## config.mk

```make
export PLATFORM = sky130hd
export DESIGN_NAME = pipe_ctrl
export DESIGN_NICKNAME = d
export VERILOG_FILES = /design/src/rtl/pipe_ctrl_pkg.sv /design/src/rtl/pipe_ctrl_stall_monitor.sv /design/src/rtl/pipe_ctrl.sv
export SDC_FILE = /design/constraint.sdc
export NUM_CORES = 1
export LEC_CHECK = 0
export CORE_MARGIN = 2
export CORE_UTILIZATION = 47
export DETAILED_ROUTE_END_ITERATION = 10
export GPL_ROUTABILITY_DRIVEN = 1
export PLACE_DENSITY = 0.84
export SYNTH_ARGS = -nofsm -noshare
export SYNTH_HDL_FRONTEND = slang
export SYNTH_SLANG_ARGS = --single-unit
```

## constraint.sdc

```tcl
create_clock -name clk -period 9.3 [get_ports clk]
set_clock_uncertainty 0.15 [all_clocks]
set_input_delay 2.79 -clock clk [delete_from_list [all_inputs] [get_ports clk]]
set_output_delay 2.79 -clock clk [all_outputs]
set_load 0.05 [all_outputs]
```

## src/rtl/pipe_ctrl_pkg.sv

```systemverilog
// Shared encodings for the pipeline sequencer:
// stall vectors, exception codes and FSM states.
package pipe_ctrl_pkg;

  localparam logic STOP    = 1'b1;
  localparam logic NO_STOP = 1'b0;

  localparam logic [5:0] STALL_NONE = '0;
  localparam logic [5:0] STALL_ID   = {{3{NO_STOP}}, {3{STOP}}};
  localparam logic [5:0] STALL_EX   = {{2{NO_STOP}}, {4{STOP}}};
  localparam logic [5:0] STALL_MEM  = {NO_STOP, {5{STOP}}};

  localparam logic [31:0] EXC_NONE         = 32'h0000_0000;
  localparam logic [31:0] EXC_INTERRUPT    = 32'h0000_0001;
  localparam logic [31:0] EXC_SYSCALL      = 32'h0000_0008;
  localparam logic [31:0] EXC_INST_INVALID = 32'h0000_000a;
  localparam logic [31:0] EXC_OV           = 32'h0000_000c;
  localparam logic [31:0] EXC_TRAP         = 32'h0000_000d;
  localparam logic [31:0] EXC_ERET         = 32'h0000_000e;

  typedef enum logic {
    S_RUN,
    S_WAIT_IF
  } state_e;

  function automatic logic [31:0] redirect_pc(
    input logic [31:0] exc,
    input logic [31:0] epc,
    input logic [31:0] vec
  );
    return (exc == EXC_ERET) ? epc : vec;
  endfunction

endpackage

```

## src/rtl/pipe_ctrl_stall_monitor.sv

```systemverilog
// Stall statistics: saturating total-stall counter,
// consecutive-stall run counter and sticky watchdog.
module stall_monitor
  import pipe_ctrl_pkg::*;
#(
  parameter int unsigned STALL_TIMEOUT = 1024,
  parameter int unsigned RUN_W         = 16
) (
  input  logic        clk,
  input  logic        rst,
  input  logic        stall_any_i,
  input  logic        flush_i,
  input  logic        clr_i,
  output logic [31:0] stall_cnt_o,
  output logic        timeout_o
);

  localparam logic [RUN_W-1:0] RUN_LAST =
    RUN_W'(STALL_TIMEOUT - 1);

  logic [31:0]      cnt_q, cnt_d;
  logic [RUN_W-1:0] run_q, run_d;
  logic             to_q, to_d;

  always_comb begin
    cnt_d = cnt_q;
    run_d = run_q;
    to_d  = to_q;
    if (clr_i)
      cnt_d = '0;
    else if (stall_any_i && cnt_q != '1)
      cnt_d = cnt_q + 32'd1;
    if (!stall_any_i || flush_i)
      run_d = '0;
    else if (run_q != '1)
      run_d = run_q + 1'b1;
    // clear has priority over a coincident watchdog hit
    if (clr_i)
      to_d = 1'b0;
    else if (stall_any_i && run_q == RUN_LAST)
      to_d = 1'b1;
  end

  always_ff @(posedge clk or posedge rst) begin
    if (rst) begin
      cnt_q <= '0;
      run_q <= '0;
      to_q  <= 1'b0;
    end else begin
      cnt_q <= cnt_d;
      run_q <= run_d;
      to_q  <= to_d;
    end
  end

  assign stall_cnt_o = cnt_q;
  assign timeout_o   = to_q;

endmodule

```

## src/rtl/pipe_ctrl.sv

```systemverilog
// Pipeline sequencer: merges stall requests, issues
// exception flushes, defers them behind in-flight fetches.
module pipe_ctrl
  import pipe_ctrl_pkg::*;
#(
  parameter logic [31:0] EXC_VECTOR    = 32'h0000_0020,
  parameter int unsigned STALL_TIMEOUT = 1024,
  parameter int unsigned RUN_W         = 16
) (
  input  logic        clk,
  input  logic        rst,
  input  logic        stallreq_from_if,
  input  logic        stallreq_from_id,
  input  logic        stallreq_from_ex,
  input  logic        stallreq_from_mem,
  input  logic [31:0] excepttype_i,
  input  logic [31:0] cp0_epc_i,
  input  logic        clr_i,
  output logic [5:0]  stall,
  output logic        flush,
  output logic [31:0] new_pc,
  output logic [31:0] stall_cnt_o,
  output logic        timeout_o
);

  state_e      state_q, state_d;
  logic [31:0] pc_lat_q, pc_lat_d;
  logic [31:0] tgt;
  logic        exc;

  assign tgt = redirect_pc(excepttype_i, cp0_epc_i, EXC_VECTOR);
  assign exc = (excepttype_i != EXC_NONE);

  always_comb begin
    stall    = STALL_NONE;
    flush    = 1'b0;
    new_pc   = '0;
    state_d  = state_q;
    pc_lat_d = pc_lat_q;
    unique case (state_q)
      S_RUN: begin
        if (exc && !stallreq_from_if) begin
          flush  = 1'b1;
          new_pc = tgt;
        end else if (exc) begin
          // hold the faulting op in MEM until the fetch lands
          stall    = STALL_MEM;
          pc_lat_d = tgt;
          state_d  = S_WAIT_IF;
        end else if (stallreq_from_mem) begin
          stall = STALL_MEM;
        end else if (stallreq_from_ex) begin
          stall = STALL_EX;
        end else if (stallreq_from_id || stallreq_from_if) begin
          stall = STALL_ID;
        end
      end
      S_WAIT_IF: begin
        if (stallreq_from_if) begin
          stall = STALL_MEM;
        end else begin
          flush   = 1'b1;
          new_pc  = pc_lat_q;
          state_d = S_RUN;
        end
      end
      default: state_d = S_RUN;
    endcase
    if (rst) begin
      stall  = STALL_NONE;
      flush  = 1'b0;
      new_pc = '0;
    end
  end

  always_ff @(posedge clk or posedge rst) begin
    if (rst) begin
      state_q  <= S_RUN;
      pc_lat_q <= '0;
    end else begin
      state_q  <= state_d;
      pc_lat_q <= pc_lat_d;
    end
  end

  stall_monitor #(
    .STALL_TIMEOUT(STALL_TIMEOUT),
    .RUN_W        (RUN_W)
  ) u_mon (
    .clk        (clk),
    .rst        (rst),
    .stall_any_i(stall != STALL_NONE),
    .flush_i    (flush),
    .clr_i      (clr_i),
    .stall_cnt_o(stall_cnt_o),
    .timeout_o  (timeout_o)
  );

endmodule

```

Word-level counts from Yosys, hierarchy flattened:

Cells that the tools add are included.
Widths: inputs -> output; s select.

* bits in registers: 82
* input port bits: 71
* output and inout bits: 72
* word-level logic and storage cells: 53

* $add $sub $neg: 2
* equal/unequal tests: 4
* mux-type cells: 27
* bitwise logic cells: 2
* reduce and logical (&&, ||, !) cells: 13

Operators with widths (number)
* $mux 32: 6
* $pmux 32 s2: 1
* $add 32x1->32 const B: 1
* $eq 32x4->1 const B: 1
* $mux 16: 2
* $ne 32x32->1 const B: 1
* $reduce_bool 32->1: 1
* $mux 5: 4
* $add 16x1->16 const B: 1
* $eq 16x10->1 const B: 1
* $ne 16x16->1 const B: 1
* $pmux 6 s2: 1
* $mux 1: 8
* $mux 6: 1
* $reduce_bool 2->1: 3
* $reduce_bool 6->1: 1
* $mux 4: 1
* $pmux 1 s2: 2
* $logic_and 1x1->1: 3
* $mux 3: 1
* $reduce_and 3->1: 1
* $logic_not 1->1: 2
* $logic_or 1x1->1: 2
* $not 1->1: 2

Longest topological paths before layout:

Gate-level depths: netlist of the first run.

* depth after elaboration: 12
* mapped depth: 9
* mapped depth without buffers: 7

Modules after synthesis:

A second synthesis of the first run with hierarchy kept.

* cell total of the unflattened synthesis: 557
* area total of the unflattened synthesis: 4944.7 um^2

Modules (own cells, without submodules)
* stall_monitor: instances 1, cells an instance 291, area an instance 2682.6 um^2, seq. area each 1226.2 um^2
* pipe_ctrl: instances 1, cells an instance 266, area an instance 2262.2 um^2, seq. area each 825.8 um^2

Least setup slack after synthesis of the first run:

OpenSTA, ideal clock, no wires.

* path type: input port to output port
* start: input port rst
* end: output port stall[1]
* arrival time: 6.101 ns
* data required time: 6.360 ns
* setup slack: 0.259 ns
* stages on the path: 6
* buffers on the path: 1
* cell sequence: inv_1 > o311ai_1 > nor4_4 > nor2_1 > inv_2 > buf_4

* cells in the longest elaborated chain, start to end: 1

Ends and longest elaborated chain
* start, declared: line pipe_ctrl.sv:11 `input logic rst,`
* $mux 6: line pipe_ctrl.sv:69 `if (rst) begin`
* end, declared: line pipe_ctrl.sv:19 `output logic [5:0] stall,`

Every way passes these cells.

Final worst setup path of the first run:

* start: input port excepttype_i[0]
* end: output port new_pc[8]

* cells in the longest elaborated chain, start to end: 5
* elaborated cells between the ends (all ways): 7
* those cells by class: eq/ne (1); mux (4); reduce/logical (2)

Ends and longest elaborated chain
* start, declared: line pipe_ctrl.sv:16 `input logic [31:0] excepttype_i,`
* $eq 32x4->1 / $reduce_bool 32->1 (equally long branches): line pipe_ctrl_pkg.sv:31, pipe_ctrl.sv:32
* $mux 32 / $logic_and 1x1->1 (equally long branches): line pipe_ctrl_pkg.sv:31, pipe_ctrl.sv:42
* $mux 32 (*): line pipe_ctrl.sv:42 `if (exc && !stallreq_from_if) begin`
* $pmux 32 s2 (*): line pipe_ctrl.sv:40 `unique case (state_q)`
* $mux 32 (*): line pipe_ctrl.sv:69
* end, declared: line pipe_ctrl.sv:21 `output logic [31:0] new_pc,`

Mark *: on every way between the ends. The rest lies on a longest branch, timed or not.

==> flow_metrics.tcl, run 1 <==
set metrics [dict create \
    outcome "finished clean" \
    irDropWorstVdd_mv 0.0718 \
    critPathMaxStageDelay_ns 0.88 \
    ant_nets 0 \
    rsz0062_at_grt "no" \
    ys.flop_type "dfrtp_1" \
    synthCells 562 \
    avgSynthCellArea_um2 8.07 \
    worstMarginPinSlew_ns 1.03 \
    htreeDepth 3 \
    grt_pass1_vias 4433 \
    start_util_pct 48.9 \
    fmax_ghz 0.113 \
    die-area_um2 10500 \
    finalHoldViolations 0 \
    cp_slowest_cell "clkdlybuf4s50_1" \
    finalCriticalPeriod_ns 8.85 \
    synth_seq_cells 82 \
    syn_area_um2 4540 \
    power.leakage_nw 2.43 \
    gp_congestion 0.932 \
    grt_pass1_wl_mm 19.7 \
    clk_pin_slew_ns 0.08 \
    synth-seq-area-share_pct 45.2 \
    drtIter0Drc 242 \
    slew_violations 0 \
    min_from "pc_lat_q[2]" \
    num_vias 4537 \
    die_h_um 102 \
    nNetsFinal 764 \
    finalWirelength_mm 12.1 \
    path_cells "clkdlybuf4s50_1 > nor4_1 > nand4_1 > nor3_2 > buf_4 > nand3_1 > a21oi_1 > clkdlybuf4s50_1" \
    avgRoutedWirePerCell_um 14.7 \
    vias_per_cell 5.50 \
    tritoncts "built" \
    endpoint_kind "output pin" \
    io_buffers 141 \
    path_common_cell "clkdlybuf4s50_1" \
    grt_antenna_before_repair 0 \
    grtUsageTotal_pct 23.2 \
    regToRegStartpoint "state_q" \
    ys_warn_count 0 \
    clockBufferDepth 2 \
    worstPathRequired_ns 6.36 \
    row_count 35 \
    setup_viol 0 \
    drc 0 \
    dp_hpwl_mm 8.76 \
    numCtsBuffers 9 \
    area_delta_synth_final_pct 37.6 \
    power_uw 736 \
    yosysUniqueCellTypes 43 \
    antennaDiodeCount 0 \
    cp.arrival_ns 5.91 \
    worstSetupStartpoint "excepttype_i[0]" \
    firstDrtPassIters 5 \
    die_w_um 102 \
    cts.sinks 82 \
    synth_edf_count 0 \
    overflow 0 \
    pin_count 143 \
    synth_nets 635 \
    path_class "primary input to output pin" \
    pwr_density_cell_nw_per_um2 118 \
    synthArstFlopShare_pct 100 \
    ctsHoldBuffers 0 \
    path_delay_family "buffers and inverters" \
    postCtsSetupBuffers 0 \
    core_area_um2 9280 \
    grt_max_degree 83 \
    clock_latency_ns 0.37 \
    cp_num_buf_inv 3 \
    maxCapViolations 0 \
    layout-drive-gt1-share_pct 7.33 \
    fin_crit_sh_pct 95.2 \
    start_kind "primary input" \
    slew_headroom_pct 31.5 \
    cts_resized 0 \
    cp_max_fo 56 \
    clockRootBuffer "clkbuf_8" \
    setup_tns_ns 0 \
    min_path_type "flip-flop to flip-flop" \
]
-- flip-flops by register name (all words and copies together) (netlist names) --
| register | cells |
|---|---|
| u_mon.stall_cnt_o | 32 |
| u_mon.timeout_o | 1 |
| pc_lat_q | 32 |
| u_mon.run_q | 16 |
| state_q | 1 |
-- per-layer routing --
layer  vias to the layer above  track usage, %  part of all wire (%)
li1                       2236               -                     -
met1                      2169            27.6                    41
met2                       110            42.1                    53
met3                        22            4.72                   4.1
met4                         0            7.38                   2.0
met5                         -               0                     0
-- cell usage in the layout, fill, tap and decap left out, types with 3 or more instances in the layout --
master / netlist / layout
or4_1: 8 / 8
nor3_1: 10 / 9
o21ai_1: 8 / 8
inv_1: 10 / 9
clkbuf_8: 0 / 9
buf_4: 4 / 27
and3_1: 5 / 5
a21oi_1: 45 / 45
and2_1: 6 / 6
nand4_1: 14 / 14
nand2_1: 115 / 115
clkdlybuf4s50_1: 0 / 124
xor2_1: 13 / 13
nor2_1: 41 / 41
nor2b_1: 9 / 9
nor4_1: 13 / 13
dfrtp_1: 82 / 82
o31ai_1: 3 / 3
o21ai_0: 50 / 50
or3_1: 16 / 16
nand3_1: 47 / 47
a311oi_1: 3 / 3
mux2_1: 5 / 5
-- path summary, 6_finish.rpt --
check                           slack (ns)                    end  cells past startpoint
worst max register to register        6.19  u_mon.stall_cnt_o[17]                      7
worst max-delay path                  0.45              new_pc[8]                      8
worst min-delay path                  0.33            pc_lat_q[2]                      2
worst min register to register        0.33            pc_lat_q[2]                      2
min in group asynchronous             3.02  u_mon.stall_cnt_o[29]                      3
max in group asynchronous             5.29         u_mon.run_q[2]                      3
-- where the power goes --
part | total, mW | internal, mW | switching, mW | leakage (nW)
Combinational | 0.0780 | 0.0354 | 0.0425 | 1.17
Sequential | 0.359 | 0.358 | 0.00145 | 1.14
Clock | 0.298 | 0.157 | 0.142 | 0.114
-- logic make-up (layout without fill, tap and decap cells) --
kind of cell	after synthesis	in the layout	synth area share (%)
fa+ha+maj	2	2	0.551
simple gates	289	289	30.4
xor+xnor	15	15	2.90
other cells	1	1	0.0827
mux	6	6	1.46
flops	82	82	45.2
compound gates	122	122	15.2
buf+inv	45	179	4.19
-- area by class of cell --
type	count	area (um2)
Fill cell	748	3040
Multi-Input combinational cell	435	2310
Sequential cell	82	2050
Timing Repair Buffer	151	1440
Tap cell	129	161
Clock buffer	9	124
Clock inverter	7	108
Inverter	12	46.3
-- worst reg2reg max path: cells and delay by family (launching register included) --
family | cells | cell delay [ns]
AND/OR/NAND/NOR | 2 | 0.72
buffers and inverters | 2 | 0.93
AO/OA/AOI/OAI | 2 | 0.47
flip-flops | 1 | 0.38
multiplexers | 1 | 0.35
-- Yosys cell counts (2+ instances only) --
cell type | instances | share of area (%)
or3_1 | 16 | 2.2
a211oi_1 | 2 | 0.33
a31oi_1 | 2 | 0.28
xnor2_1 | 2 | 0.39
a21oi_1 | 45 | 5.0
buf_4 | 4 | 0.66
nand4_1 | 14 | 1.9
buf_2 | 5 | 0.55
o21ai_0 | 50 | 5.5
nor3_1 | 10 | 1.1
mux2_1 | 5 | 1.2
nor2b_1 | 9 | 1.2
nor4_1 | 13 | 1.8
a311oi_1 | 3 | 0.58
and2_1 | 6 | 0.83
inv_1 | 10 | 0.83
xor2_1 | 13 | 2.5
ha_1 | 2 | 0.55
nand3_1 | 47 | 5.2
or4_1 | 8 | 1.3
and3_1 | 5 | 0.69
o31ai_1 | 3 | 0.50
nand2_1 | 115 | 9.5
o21ai_1 | 8 | 0.88
inv_2 | 2 | 0.17
o21ba_1 | 2 | 0.44
clkbuf_1 | 24 | 2.0
dfrtp_1 | 82 | 45
nor2_1 | 41 | 3.4
-- through the flow --
stage	utilization [%]	setup WS (ns)	instances	instance area [um2]	hold WS, ns
6_report	67.3	0.449	825	6240	0.331
5_1_grt	67.3	0.219	825	6240	0.369
4_1_cts	67.3	0.449	825	6240	0.339
3_5_place_dp	64.8	0.486	809	6010	0.320
3_3_place_gp	64.8	0.628	809	6010	0.312
2_1_floorplan	-	0.259	562	4540	0.300
(Power assumes the default switching activity.)
==> run 2: changes to the inputs <==
Settings changed: PLACE_DENSITY 0.84 to 0.83.
==> flow_metrics.tcl, run 2 (synthesis results as in run 1) <==
set metrics [dict create \
    outcome "finished clean" \
    irDropWorstVdd_mv 0.0808 \
    antennaDiodeCount 0 \
    holdWs_ns 0.337 \
    ant_nets 0 \
    gp_congestion 0.831 \
    drc 0 \
    area_delta_synth_final_pct 36.7 \
    slew_violations 0 \
    firstDrtPassIters 7 \
    layout-drive-gt1-share_pct 7.47 \
    cts.sinks 82 \
    tritoncts "built" \
    grt_antenna_before_repair 0 \
    grt_max_degree 83 \
    n_fill_cell 781 \
    start_util_pct 48.9 \
    pwr_density_cell_nw_per_um2 110 \
    power.leakage_nw 2.40 \
    nNetsFinal 764 \
    path_class "primary input to output pin" \
    cts_resized 0 \
    clockRootBuffer "clkbuf_8" \
    finalHoldViolations 0 \
    layout_commonest_cell "clkdlybuf4s50_1" \
    setup_viol 0 \
    min_path_type "flip-flop to flip-flop" \
    postCtsSetupBuffers 0 \
    dp_hpwl_mm 8.96 \
    layout_common_cells "clkdlybuf4s50_1 (123), nand2_1 (115), dfrtp_1 (82), o21ai_0 (50), nand3_1 (47)" \
    dpl_cell_area_um2 6010 \
    overflow 0 \
    numCtsBuffers 9 \
    grt_pass1_vias 4404 \
    slew_headroom_pct 30.7 \
    die_w_um 102 \
    worstPathRequired_ns 6.36 \
    grtUsageTotal_pct 23.6 \
    vias_per_cell 5.62 \
    drtIter0Drc 306 \
    endpoint_kind "output pin" \
    clockBufferDepth 2 \
    clock_latency_ns 0.36 \
    row_count 35 \
    clk_pin_slew_ns 0.08 \
    io_buffers 141 \
    core_area_um2 9280 \
    fin_crit_sh_pct 93.8 \
    pin_count 143 \
    finalWirelength_mm 12.4 \
    rsz0062_at_grt "no" \
    maxCapViolations 0 \
    fmax_ghz 0.115 \
    finalCriticalPeriod_ns 8.72 \
    setup_tns_ns 0 \
    die-area_um2 10500 \
    cp_max_fo 18 \
    num_vias 4640 \
    grt_pass1_wl_mm 19.7 \
    start_kind "primary input" \
    ctsHoldBuffers 0 \
    cp.arrival_ns 5.78 \
    finish.instance_area_um2 6200 \
    avgRoutedWirePerCell_um 15.0 \
    die_h_um 102 \
    htreeDepth 3 \
    worstMarginPinSlew_ns 1.04 \
]
run 2: worst max-delay path: stages:
cell and delay [ns]:
clkdlybuf4s50_1 0.41, nor4_1 0.29, nand4_1 0.42, nor4_1 0.44, or3_1 0.55, a21oi_1 0.12, clkdlybuf4s50_1 0.75
run 2: layer usage:
layer | vias up | global-route usage, % | share of wire (%)
met5 | - | 0 | 0
met4 | 0 | 8.21 | 1.9
met3 | 23 | 4.31 | 6.2
met2 | 163 | 41.4 | 51
met1 | 2220 | 29.3 | 40
li1 | 2234 | - | -
run 2: path summary, 6_finish.rpt:
check | start | endpoint | slack (ns) | cells after the start
max | excepttype_i[21] | new_pc[26] | 0.58 | 7
min | pc_lat_q[15] | pc_lat_q[15] | 0.34 | 2
max reg2reg | state_q | u_mon.stall_cnt_o[12] | 5.63 | 8
min reg2reg | pc_lat_q[15] | pc_lat_q[15] | 0.34 | 2
max in group asynchronous | rst | u_mon.run_q[1] | 5.24 | 3
min in group asynchronous | rst | pc_lat_q[7] | 3.06 | 3
run 2: per-stage QoR:
step | power [mW] | setup WS (ns) | cells | utilization (%)
CTS | 0.690 | 0.572 | 825 | 66.8
global placement | 0.443 | 0.734 | 809 | 64.7
global route | 0.712 | 0.313 | 825 | 66.8
detailed placement | 0.445 | 0.635 | 809 | 64.7
finish | 0.683 | 0.576 | 825 | 66.8
floorplan | 0.401 | 0.259 | 562 | -
run 2: cell type report:
type,instances,area (um2),area share (%)
Clock inverter,5,38.8,0.626
Timing Repair Buffer,151,1440,23.2
Tap cell,129,161,2.60
Inverter,12,46.3,0.747
Sequential cell,82,2050,33.1
Clock buffer,11,151,2.44
Multi-Input combinational cell,435,2310,37.2
run 2: where the power goes:
group | leakage [nW] | total, mW | internal [mW] | switching [mW]
registers | 1.14 | 0.359 | 0.358 | 0.00140
logic | 1.17 | 0.0779 | 0.0352 | 0.0426
clock network | 0.0838 | 0.246 | 0.112 | 0.134
